**config.mk**
```make
export PLATFORM = sky130hd
export DESIGN_NAME = pulse_train_gen
export DESIGN_NICKNAME = d
export VERILOG_FILES = /design/src/rtl/delay_unit_pkg.sv /design/src/rtl/pulse_timer.sv /design/src/rtl/pulse_train_gen.sv
export SDC_FILE = /design/constraint.sdc
export NUM_CORES = 1
export LEC_CHECK = 0
export CORE_ASPECT_RATIO = 0.75
export CORE_MARGIN = 4
export CORE_UTILIZATION = 38
export DETAILED_ROUTE_END_ITERATION = 12
export GPL_TIMING_DRIVEN = 0
export HOLD_SLACK_MARGIN = 0.03
export SYNTH_ARGS = -nofsm -noshare
export SYNTH_HDL_FRONTEND = slang
export SYNTH_SLANG_ARGS = --single-unit
```
**constraint.sdc**
```tcl
create_clock -name clk -period 4.8 [get_ports clk]
set_clock_uncertainty 0.1 [all_clocks]
set_input_delay 0.48 -clock clk [delete_from_list [all_inputs] [get_ports clk]]
set_output_delay 0.48 -clock clk [all_outputs]
set_load 0.01 [all_outputs]
```
**src/rtl/delay_unit_pkg.sv**
```systemverilog
// delay_unit_pkg: shared state encoding and default widths for the trigger delay / pulse train stages
package delay_unit_pkg;
  typedef enum logic [1:0] {PT_IDLE, PT_HIGH, PT_LOW} pt_state_t;
  localparam int PT_WIDTH_BITS = 32;
  localparam int PT_COUNT_BITS = 16;
endpackage

```
**src/rtl/pulse_timer.sv**
```systemverilog
// pulse_timer: loadable down-counter with zero flag, shared by the width and gap phases
module pulse_timer
  import delay_unit_pkg::*;
#(
  parameter int WIDTH_BITS = PT_WIDTH_BITS
) (
  input  logic                  clk,
  input  logic                  rst_n,
  input  logic                  load,
  input  logic                  en,
  input  logic [WIDTH_BITS-1:0] load_val,
  output logic                  zero
);
  logic [WIDTH_BITS-1:0] cnt;
  always_ff @(posedge clk) begin
    if (!rst_n) cnt <= '0;
    else if (load) cnt <= load_val;
    else if (en && cnt != '0) cnt <= cnt - WIDTH_BITS'(1);
  end
  assign zero = (cnt == '0);
endmodule

```
**src/rtl/pulse_train_gen.sv**
```systemverilog
// pulse_train_gen: emits a width/gap/count pulse train per accepted trigger from shadowed config
module pulse_train_gen
  import delay_unit_pkg::*;
#(
  parameter int WIDTH_BITS = PT_WIDTH_BITS,
  parameter int COUNT_BITS = PT_COUNT_BITS
) (
  input  logic                  clk,
  input  logic                  rst_n,
  input  logic                  trigger_in,
  input  logic [WIDTH_BITS-1:0] pulse_width,
  input  logic [WIDTH_BITS-1:0] pulse_gap,
  input  logic [COUNT_BITS-1:0] pulse_count,
  input  logic                  cfg_update,
  output logic                  pulse_out,
  output logic                  busy,
  output logic                  done,
  output logic                  overrun
);
  pt_state_t st, nxt;
  logic [WIDTH_BITS-1:0] sh_w, sh_g, wk_w, wk_g, load_val, gap_m1;
  logic [COUNT_BITS-1:0] sh_c, left;
  logic load, en, zero, take, dec, done_d, ovr_d;
  assign gap_m1 = (wk_g == '0) ? '0 : wk_g - WIDTH_BITS'(1);
  pulse_timer #(.WIDTH_BITS(WIDTH_BITS)) u_timer (
    .clk(clk), .rst_n(rst_n), .load(load), .en(en), .load_val(load_val), .zero(zero)
  );
  always_comb begin
    nxt = st;
    load = 1'b0;
    en = 1'b0;
    load_val = '0;
    take = 1'b0;
    dec = 1'b0;
    done_d = 1'b0;
    ovr_d = 1'b0;
    case (st)
      PT_IDLE: if (trigger_in) begin
        if (sh_w != '0 && sh_c != '0) begin
          nxt = PT_HIGH;
          load = 1'b1;
          load_val = sh_w - WIDTH_BITS'(1);
          take = 1'b1;
        end else done_d = 1'b1;
      end
      PT_HIGH: begin
        ovr_d = trigger_in;
        if (!zero) en = 1'b1;
        else if (left == '0) begin
          nxt = PT_IDLE;
          done_d = 1'b1;
        end else begin
          nxt = PT_LOW;
          load = 1'b1;
          load_val = gap_m1;
        end
      end
      PT_LOW: begin
        ovr_d = trigger_in;
        if (!zero) en = 1'b1;
        else begin
          nxt = PT_HIGH;
          load = 1'b1;
          load_val = wk_w - WIDTH_BITS'(1);
          dec = 1'b1;
        end
      end
      default: nxt = PT_IDLE;
    endcase
  end
  // working copies isolate a running train from later cfg_update writes
  always_ff @(posedge clk) begin
    if (!rst_n) begin
      st <= PT_IDLE;
      sh_w <= '0;
      sh_g <= '0;
      sh_c <= '0;
      wk_w <= '0;
      wk_g <= '0;
      left <= '0;
      pulse_out <= 1'b0;
      busy <= 1'b0;
      done <= 1'b0;
      overrun <= 1'b0;
    end else begin
      st <= nxt;
      if (cfg_update) begin
        sh_w <= pulse_width;
        sh_g <= pulse_gap;
        sh_c <= pulse_count;
      end
      if (take) begin
        wk_w <= sh_w;
        wk_g <= sh_g;
        left <= sh_c - COUNT_BITS'(1);
      end else if (dec) left <= left - COUNT_BITS'(1);
      pulse_out <= (nxt == PT_HIGH);
      busy <= (nxt != PT_IDLE);
      done <= done_d;
      overrun <= ovr_d;
    end
  end
endmodule

```
Word level (Yosys, flattened, before mapping) --
Cells that the tools add are included.
Storage, ports and cells: bits of input ports 84, flip-flop bits (word level) 198
Operators by class: $add $sub $neg 6, mux-type cells 32, reduce and logical (&&, ||, !) cells 14, equal/unequal tests 3
Operators by type and width (number):
- $mux 32 | 8
- $sub 32x1->32 const B | 4
- $pmux 32 s3 | 1
- $logic_not 32->1 | 2
- $reduce_bool 32->1 | 2
- $mux 16 | 2
- $sub 16x1->16 const B | 2
- $logic_not 16->1 | 1
- $reduce_bool 16->1 | 1
- $mux 1 | 13
- $mux 2 | 5
- $pmux 2 s3 | 1
- $reduce_bool 2->1 | 3
- $eq 2x1->1 const B | 2
- $pmux 1 s3 | 1
- $eq 2x2->1 const B | 1
- $logic_and 1x1->1 | 2
- $logic_not 2->1 | 1
- $pmux 1 s2 | 1
- $reduce_and 2->1 | 1
- $reduce_or 2->1 | 1

Depth between registers and ports, before layout --
Gate-level depths: netlist of the first run.
word-level depth 6, mapped depth 18

Hierarchy --
From an unflattened synthesis of the first run, not the netlist that was laid out.
Second synthesis, totals: cells, all modules 1338, area, all modules 11223.3 um^2
By module, submodules not included:
- pulse_train_gen | area an instance 9287.7 um^2, times used 1, seq. area each 3323.2 um^2, cells each 1109
- pulse_timer | area an instance 1935.6 um^2, times used 1, seq. area each 640.6 um^2, cells each 229

Worst setup path before layout of the first run --
Ideal clock, no wire load.
path type reg2reg, start point register sh_w[0], end point register left[14], setup time 0.070 ns, stages on the path, launching flop included 19, buffers on the path 4, path slack 0.266 ns, arrival time 4.364 ns, cell sequence dfxtp_1 > inv_1 > ha_1 > or3b_2 > or3_1 > or4_1 > buf_4 > and2_1 > buf_6 > clkbuf_1 > mux2i_1 > ha_1 > clkbuf_1 > nor4b_1 > nand3b_1 > nor3_1 > xor2_1 > o21ai_0 > a21oi_1
On the way: longest elaborated chain between the ends 6, elaborated cells on any way between the ends 7, those cells by class mux (4); reduce/logical (3)
Ends and longest elaborated chain:
- start, declared | line pulse_train_gen.sv:21 | logic [WIDTH_BITS-1:0] sh_w, sh_g, wk_w, wk_g, load_val, gap_m1;
- start signal, assigned | line pulse_train_gen.sv:88 | sh_w <= pulse_width;
- $reduce_bool 32->1 (*) | line pulse_train_gen.sv:39 | if (sh_w != '0 && sh_c != '0) begin
- $logic_and 1x1->1 (*) | line pulse_train_gen.sv:39
- $mux 1 (*) | line pulse_train_gen.sv:39
- $mux 1 (*) | line pulse_train_gen.sv:38 | PT_IDLE: if (trigger_in) begin
- $mux 1 (*) | line pulse_train_gen.sv:37 | case (st)
- $mux 16 / $reduce_bool 2->1 (equally long branches)
- end signal, assigned | line pulse_train_gen.sv:95 | left <= sh_c - COUNT_BITS'(1);
- end signal, assigned | line pulse_train_gen.sv:96 | end else if (dec) left <= left - COUNT_BITS'(1);
- end, declared | line pulse_train_gen.sv:22 | logic [COUNT_BITS-1:0] sh_c, left;
Every way passes the cells marked *; elsewhere a longest branch is shown, timed or not. A chain may end at the register's enable or synchronous reset.

Final worst setup path of the first run --
Ends and elaborated chain as after synthesis.

==> flow_summary.toml, run 1 <==
[sta]
worst_slew_pin_slew_ns = 1.212
hold_viol = 0
setup_ws_ns = 0.3185
finalCriticalPeriod_ns = 4.481
maxSlewViolCount = 0
slew_headroom_pct = 18.59
max_freq_mhz = 223.1
finalSetupViolCount = 0
post-route-period-util_pct = 93.36

[min_path]
hold_class = "reg -> reg"
hp-start = "sh_g[30]$_SDFFE_PN0P_"
whs_endpoint = "wk_g[30]$_SDFFE_PN0N_"
hold_path_depth = 2

[cts]
clk_latency_ns = 0.45
cts_setup_buffers = 0
cts_tree = "built"
clockRootBuffer = "clkbuf_16"
numCtsBuffers = 17
clk_pin_slew_ns = 0.08
ctsHoldBuffers = 0
htreeDepth = 4
clk_path_buf_depth = 2
cts.sinks = 198

[synthesis]
synthXorXnorAreaFrac_pct = 9.226
synth_top_family_by_area = "simple AND/OR/NAND/NOR gates"
ys_types = 60
synth_most_common_cell = "dfxtp_1"
netlist_instances = 1304
syn_nets = 1397
ys_warn_count = 0
synth-simple-area-share_pct = 25.09
yosys.area.top_type = "dfxtp_1"
synth-compound-area-share_pct = 15.65
synth_top_area_share_pct = 36.95
ys_seq_elements = 198
ys_seq_area_share_pct = 36.95
synthFlopType = "dfxtp_1"
yosys-top-cells-count = "198 x dfxtp_1, 160 x nand2_1, 144 x nor2_1, 83 x mux2i_1, 79 x a21oi_1"
synth-adder-area-share_pct = 1.050
synth_edf_count = 0
async_reset_ff_share_pct = 0
yosys-top-cells-area = "dfxtp_1 37%, mux2i_1 7.7%, xnor2_1 5.6%"
synth.mux.area_fraction_pct = 7.744
syn_area_um2 = 10730
syn_avg_cell_area_um2 = 8.227

[routing]
antenna_left = 0
drtIter0Drc = 1047
wl_per_cell_um = 19.49
met1_length_um = 17240
drt_first_pass_iters = 6
drc = 0
vias = 10283
viasPerCell = 5.722
dr_wl_met3_um = 2479
wl_met2_um = 14590
top_layer_used = "met4"
wirelength_um = 35030

[power]
intPower_mw = 3.030
swShare_pct = 33.00
power_mw = 4.523
p_leak_nw = 4.805
p_seq_share_pct = 41.6
p_sw_mw = 1.492
ir_drop_uv = 241.9
combPwrFrac_pct = 26.1
power_frac_clock_pct = 32.3
powerDensity_nw_per_um2 = 357.0

[floorplanning]
chipHeight_um = 153.5
core_area_um2 = 27390
pin_count = 88
initial_utilization_pct = 39.16
die_area_um2 = 31010
rows = 52
dieWidth_um = 202.0

[critical_path]
start_kind = "flop"
worstPathArrival_ns = 4.76
path_class = "reg -> reg"
regToRegStartpoint = "sh_w[0]$_SDFFE_PN0P_"
worst_setup_path_end_kind = "flop"
worstReg2RegEnd = "left[14]$_SDFFE_PN0P_"
ff2ff_path_depth = 16
required_ns = 5.08
timing.reg2reg.setup_slack_ns = 0.32
path_max_fanout = 16

[global_route]
overflow = 0
grt_util_all_layers_pct = 22.04
antenna_found_initial = 0
grt_start_max_net_pins = 17
grt_first_pass_wirelength_um = 54520
grt_pass1_vias = 9470

[finish]
fillCellCount = 2709
syn_to_final_growth_pct = 18.09
final_nets = 1500
drive_above_1_share_pct = 5.920
num_antenna_cells = 0
fin_area_um2 = 12670

[placed_design]
dpl_worst_slack_ns = -0.7189
placed_cell_area_um2 = 12060
post-dp-hpwl_um = 26290
numPortBuffers = 86
finalWeightedCongestion = 0.9621

[run_status]
status = "completed"

[job]
drv_cap = 0
power groups by stage:
stage          combinational, mW  sequential [mW]  clock [mW]
3_3_place_gp                1.13             1.91           0
5_1_grt                     1.28             1.90        1.54
6_report                    1.18             1.88        1.46
2_1_floorplan              0.816             1.88           0
4_1_cts                     1.16             1.88        1.48
3_5_place_dp                1.15             1.92           0
critical path: stages, from the launching register on:
cell and delay (ns):
dfxtp_1 0.37, inv_1 0.07, ha_1 0.17, or3b_2 0.51, or3_1 0.46, or4_1 0.54, buf_4 0.20, and2_1 0.17
buf_6 0.17, mux2i_2 0.25, ha_4 0.25, nor4b_4 0.33, nand3b_1 0.22, nor3_2 0.18, xor2_1 0.16, o21ai_0 0.09
a21oi_1 0.14
state kept, by name, summed over array words and instances (netlist names):
signal       flops
left            16
done             1
overrun          1
sh_c            16
wk_g            32
u_timer.cnt     32
st               2
pulse_out        1
busy             1
sh_w            32
wk_w            32
sh_g            32
kinds of logic after synthesis:
family / Yosys count
adder cells (fa/ha/maj): 9
AND/OR/NAND/NOR: 545
XOR/XNOR: 113
AO/OA/AOI/OAI: 247
multiplexers: 83
buffers and inverters: 109
flip-flops: 198
cell type report:
class	count	area (um2)	share of cell area, %
buffer	93	400.4	3.160
inverter	14	52.55	0.4148
tap	378	473.0	3.733
timing repair buffer	86	860.8	6.795
clock inverter	11	126.4	0.9975
sequential	198	3964	31.29
multi-input combinational	997	6345	50.08
clock buffer	20	446.7	3.526
cells in the final DEF, fill, tap and decap left out, types with 8 or more instances in the layout:
cell | netlist | final
xor2_1 | 44 | 44
clkdlybuf4s50_1 | 0 | 86
inv_1 | 13 | 13
buf_1 | 11 | 11
buf_2 | 26 | 26
a211oi_1 | 11 | 11
xnor2_1 | 69 | 69
ha_1 | 9 | 8
o31ai_1 | 16 | 16
nor4_1 | 46 | 46
or4_1 | 35 | 35
or2_2 | 9 | 9
clkbuf_1 | 55 | 55
o22ai_1 | 24 | 24
dfxtp_1 | 198 | 198
nand3_1 | 23 | 23
clkbuf_16 | 0 | 17
nand4_1 | 10 | 10
o311a_1 | 24 | 24
nand2_1 | 160 | 160
nor2_1 | 144 | 144
a21oi_1 | 79 | 79
nor3_1 | 45 | 43
o21ai_0 | 29 | 29
or3_1 | 30 | 30
mux2i_1 | 83 | 82
o211ai_1 | 14 | 14
per-layer routing:
| layer | vias up | GRT usage [%] |
|---|---|---|
| met1 | 4949 | 33.59 |
| met2 | 379 | 32.32 |
| met4 | 0 | 5.433 |
| met3 | 45 | 3.622 |
| li1 | 4910 | - |
| met5 | - | 0 |
metrics by stage:
stage          utilization, %  setup TNS, ns  hold WS [ns]  cells
6_report                46.25              0        0.3533   1797
5_1_grt                 46.25      -0.001175        0.3709   1797
4_1_cts                 46.16              0        0.3552   1797
3_5_place_dp            44.03         -2.966        0.3465   1768
3_3_place_gp            44.03         -2.782        0.3445   1768
2_1_floorplan               -              0        0.3312   1304
worst max-delay path by stage:
stage | from | end | slack [ns]
after floorplan | sh_w[0]$_SDFFE_PN0P_ | left[14]$_SDFFE_PN0P_ | 0.27
after global placement | sh_w[0]$_SDFFE_PN0P_ | left[12]$_SDFFE_PN0P_ | -0.68
after detailed placement | sh_w[0]$_SDFFE_PN0P_ | left[12]$_SDFFE_PN0P_ | -0.72
after CTS | sh_w[0]$_SDFFE_PN0P_ | left[12]$_SDFFE_PN0P_ | 0.28
after global routing | sh_w[0]$_SDFFE_PN0P_ | left[12]$_SDFFE_PN0P_ | -0.001
final | sh_w[0]$_SDFFE_PN0P_ | left[14]$_SDFFE_PN0P_ | 0.32
timing repair:
item / CTS / global route
resized for setup: 3 / 4
pin swaps: 0 / 1
setup endpoints to repair: 6 / 2
(Power assumes the default switching activity.)
==> run 2, diff against run 1 <==
CORE_UTILIZATION = 30   (was 38)
==> flow_summary.toml, run 2 (synthesis results as in run 1) <==
[routing]
drt_first_pass_iters = 8
wirelength_um = 34690
antenna_left = 0
drtIter0Drc = 842
vias = 10111
viasPerCell = 5.387
wl_per_cell_um = 18.48
drc = 0

[min_path]
hold_class = "reg -> reg"

[global_route]
overflow = 0
grt_first_pass_wirelength_um = 54270
grt_pass1_vias = 9639
antenna_found_initial = 0
grt_start_max_net_pins = 18
grt_util_all_layers_pct = 17.81

[critical_path]
worstPathArrival_ns = 4.81
worst_setup_path_end_kind = "flop"
path_class = "reg -> reg"
path_max_fanout = 16
required_ns = 5.07
start_kind = "flop"

[sta]
worst_slew_pin_slew_ns = 1.121
max_freq_mhz = 220.3
slew_headroom_pct = 24.69
maxSlewViolCount = 0
setup_ws_ns = 0.2618
finalSetupViolCount = 0
post-route-period-util_pct = 94.55
finalCriticalPeriod_ns = 4.538
hold_viol = 0

[cts]
clockRootBuffer = "clkbuf_16"
clk_path_buf_depth = 2
cts.sinks = 198
numCtsBuffers = 17
clk_pin_slew_ns = 0.08
cts_tree = "built"
htreeDepth = 4
clk_latency_ns = 0.45

[floorplanning]
initial_utilization_pct = 30.66
rows = 59
dieWidth_um = 226.4
pin_count = 88
core_area_um2 = 34990
die_area_um2 = 38880
chipHeight_um = 171.8

[placed_design]
post-dp-hpwl_um = 26410
dpl_worst_slack_ns = -0.7701
finalWeightedCongestion = 0.9215
numPortBuffers = 86

[job]
drv_cap = 0

[power]
power_mw = 4.439
p_leak_nw = 4.780
swShare_pct = 33.62
ir_drop_uv = 277.7
powerDensity_nw_per_um2 = 348.5
power_frac_clock_pct = 31.2
intPower_mw = 2.947
p_sw_mw = 1.492
combPwrFrac_pct = 26.4
p_seq_share_pct = 42.4

[finish]
mostFrequentLayoutCells = "198 x dfxtp_1, 160 x nand2_1, 144 x nor2_1"
final_nets = 1500
drive_above_1_share_pct = 5.986
syn_to_final_growth_pct = 18.75
final_common_cell = "dfxtp_1"
num_antenna_cells = 0

[run_status]
status = "completed"
run 2: changes by cell type in the layout (fill, tap and decap cells not counted), sizes merged:
cell      previous run  this run
inv                 15        17
clkinv               7         5
clkinvlp             1         4
bufinv               2         0
run 2: final timing paths:
path | startpoint | end | slack, ns | cells after the start
max | sh_w[0]$_SDFFE_PN0P_ | left[14]$_SDFFE_PN0P_ | 0.26 | 16
min | sh_g[8]$_SDFFE_PN0P_ | wk_g[8]$_SDFFE_PN0N_ | 0.36 | 2
max reg2reg | sh_w[0]$_SDFFE_PN0P_ | left[14]$_SDFFE_PN0P_ | 0.26 | 16
min reg2reg | sh_g[8]$_SDFFE_PN0P_ | wk_g[8]$_SDFFE_PN0N_ | 0.36 | 2
run 2: power by group through the flow:
stage	Combinational, mW	Clock, mW	Sequential [mW]
after floorplan	0.816	0	1.88
after global placement	1.13	0	1.91
after detailed placement	1.14	0	1.92
after CTS	1.15	1.41	1.88
after global routing	1.29	1.48	1.90
final	1.17	1.39	1.88
run 2: repair_timing:
item,CTS,global route
hold buffers,0,0
buffers inserted,0,0
endpoints found under the setup margin,6,2
gates resized for setup,3,3
run 2: layout make-up:
class                      count  area (um2)
buffer                        93       400.4
clock buffer                  20       456.7
clock inverter                12       95.09
fill                        3691       22250
inverter                      14       52.55
multi-input combinational    997        6339
sequential                   198        3964
tap                          457       571.8
timing repair buffer          86       860.8
run 2: critical path, stage by stage (launching register included):
cell	delay, ns
dfxtp_1	0.38
inv_1	0.09
ha_1	0.17
or3b_2	0.51
or3_1	0.45
or4_1	0.54
buf_4	0.20
and2_1	0.17
buf_6	0.17
mux2i_2	0.26
ha_4	0.26
nor4b_4	0.32
nand3b_1	0.19
nor3_1	0.22
xor2_1	0.16
o21ai_0	0.10
a21oi_1	0.15
run 2: per-stage QoR:
step           area, um2  instances  utilization, %  setup TNS [ns]  hold slack (ns)
6_report           12740       1877           36.41               0           0.3571
5_1_grt            12740       1877           36.41       -0.002955           0.3810
4_1_cts            12720       1877           36.36               0           0.3615
3_5_place_dp       12160       1847           34.75          -3.142           0.3548
3_3_place_gp       12160       1847           34.75          -2.186           0.3480
2_1_floorplan      10730       1304               -               0           0.3312
run 2: metal layers:
layer | wire [um] | share of wire, % | track usage [%] | vias up
li1 | - | - | - | 4950
met1 | 16230 | 47 | 24.45 | 4809
met2 | 15010 | 43 | 27.31 | 314
met3 | 2783 | 8.0 | 5.477 | 38
met4 | 670 | 1.9 | 4.709 | 0
met5 | 0 | 0 | 0 | -
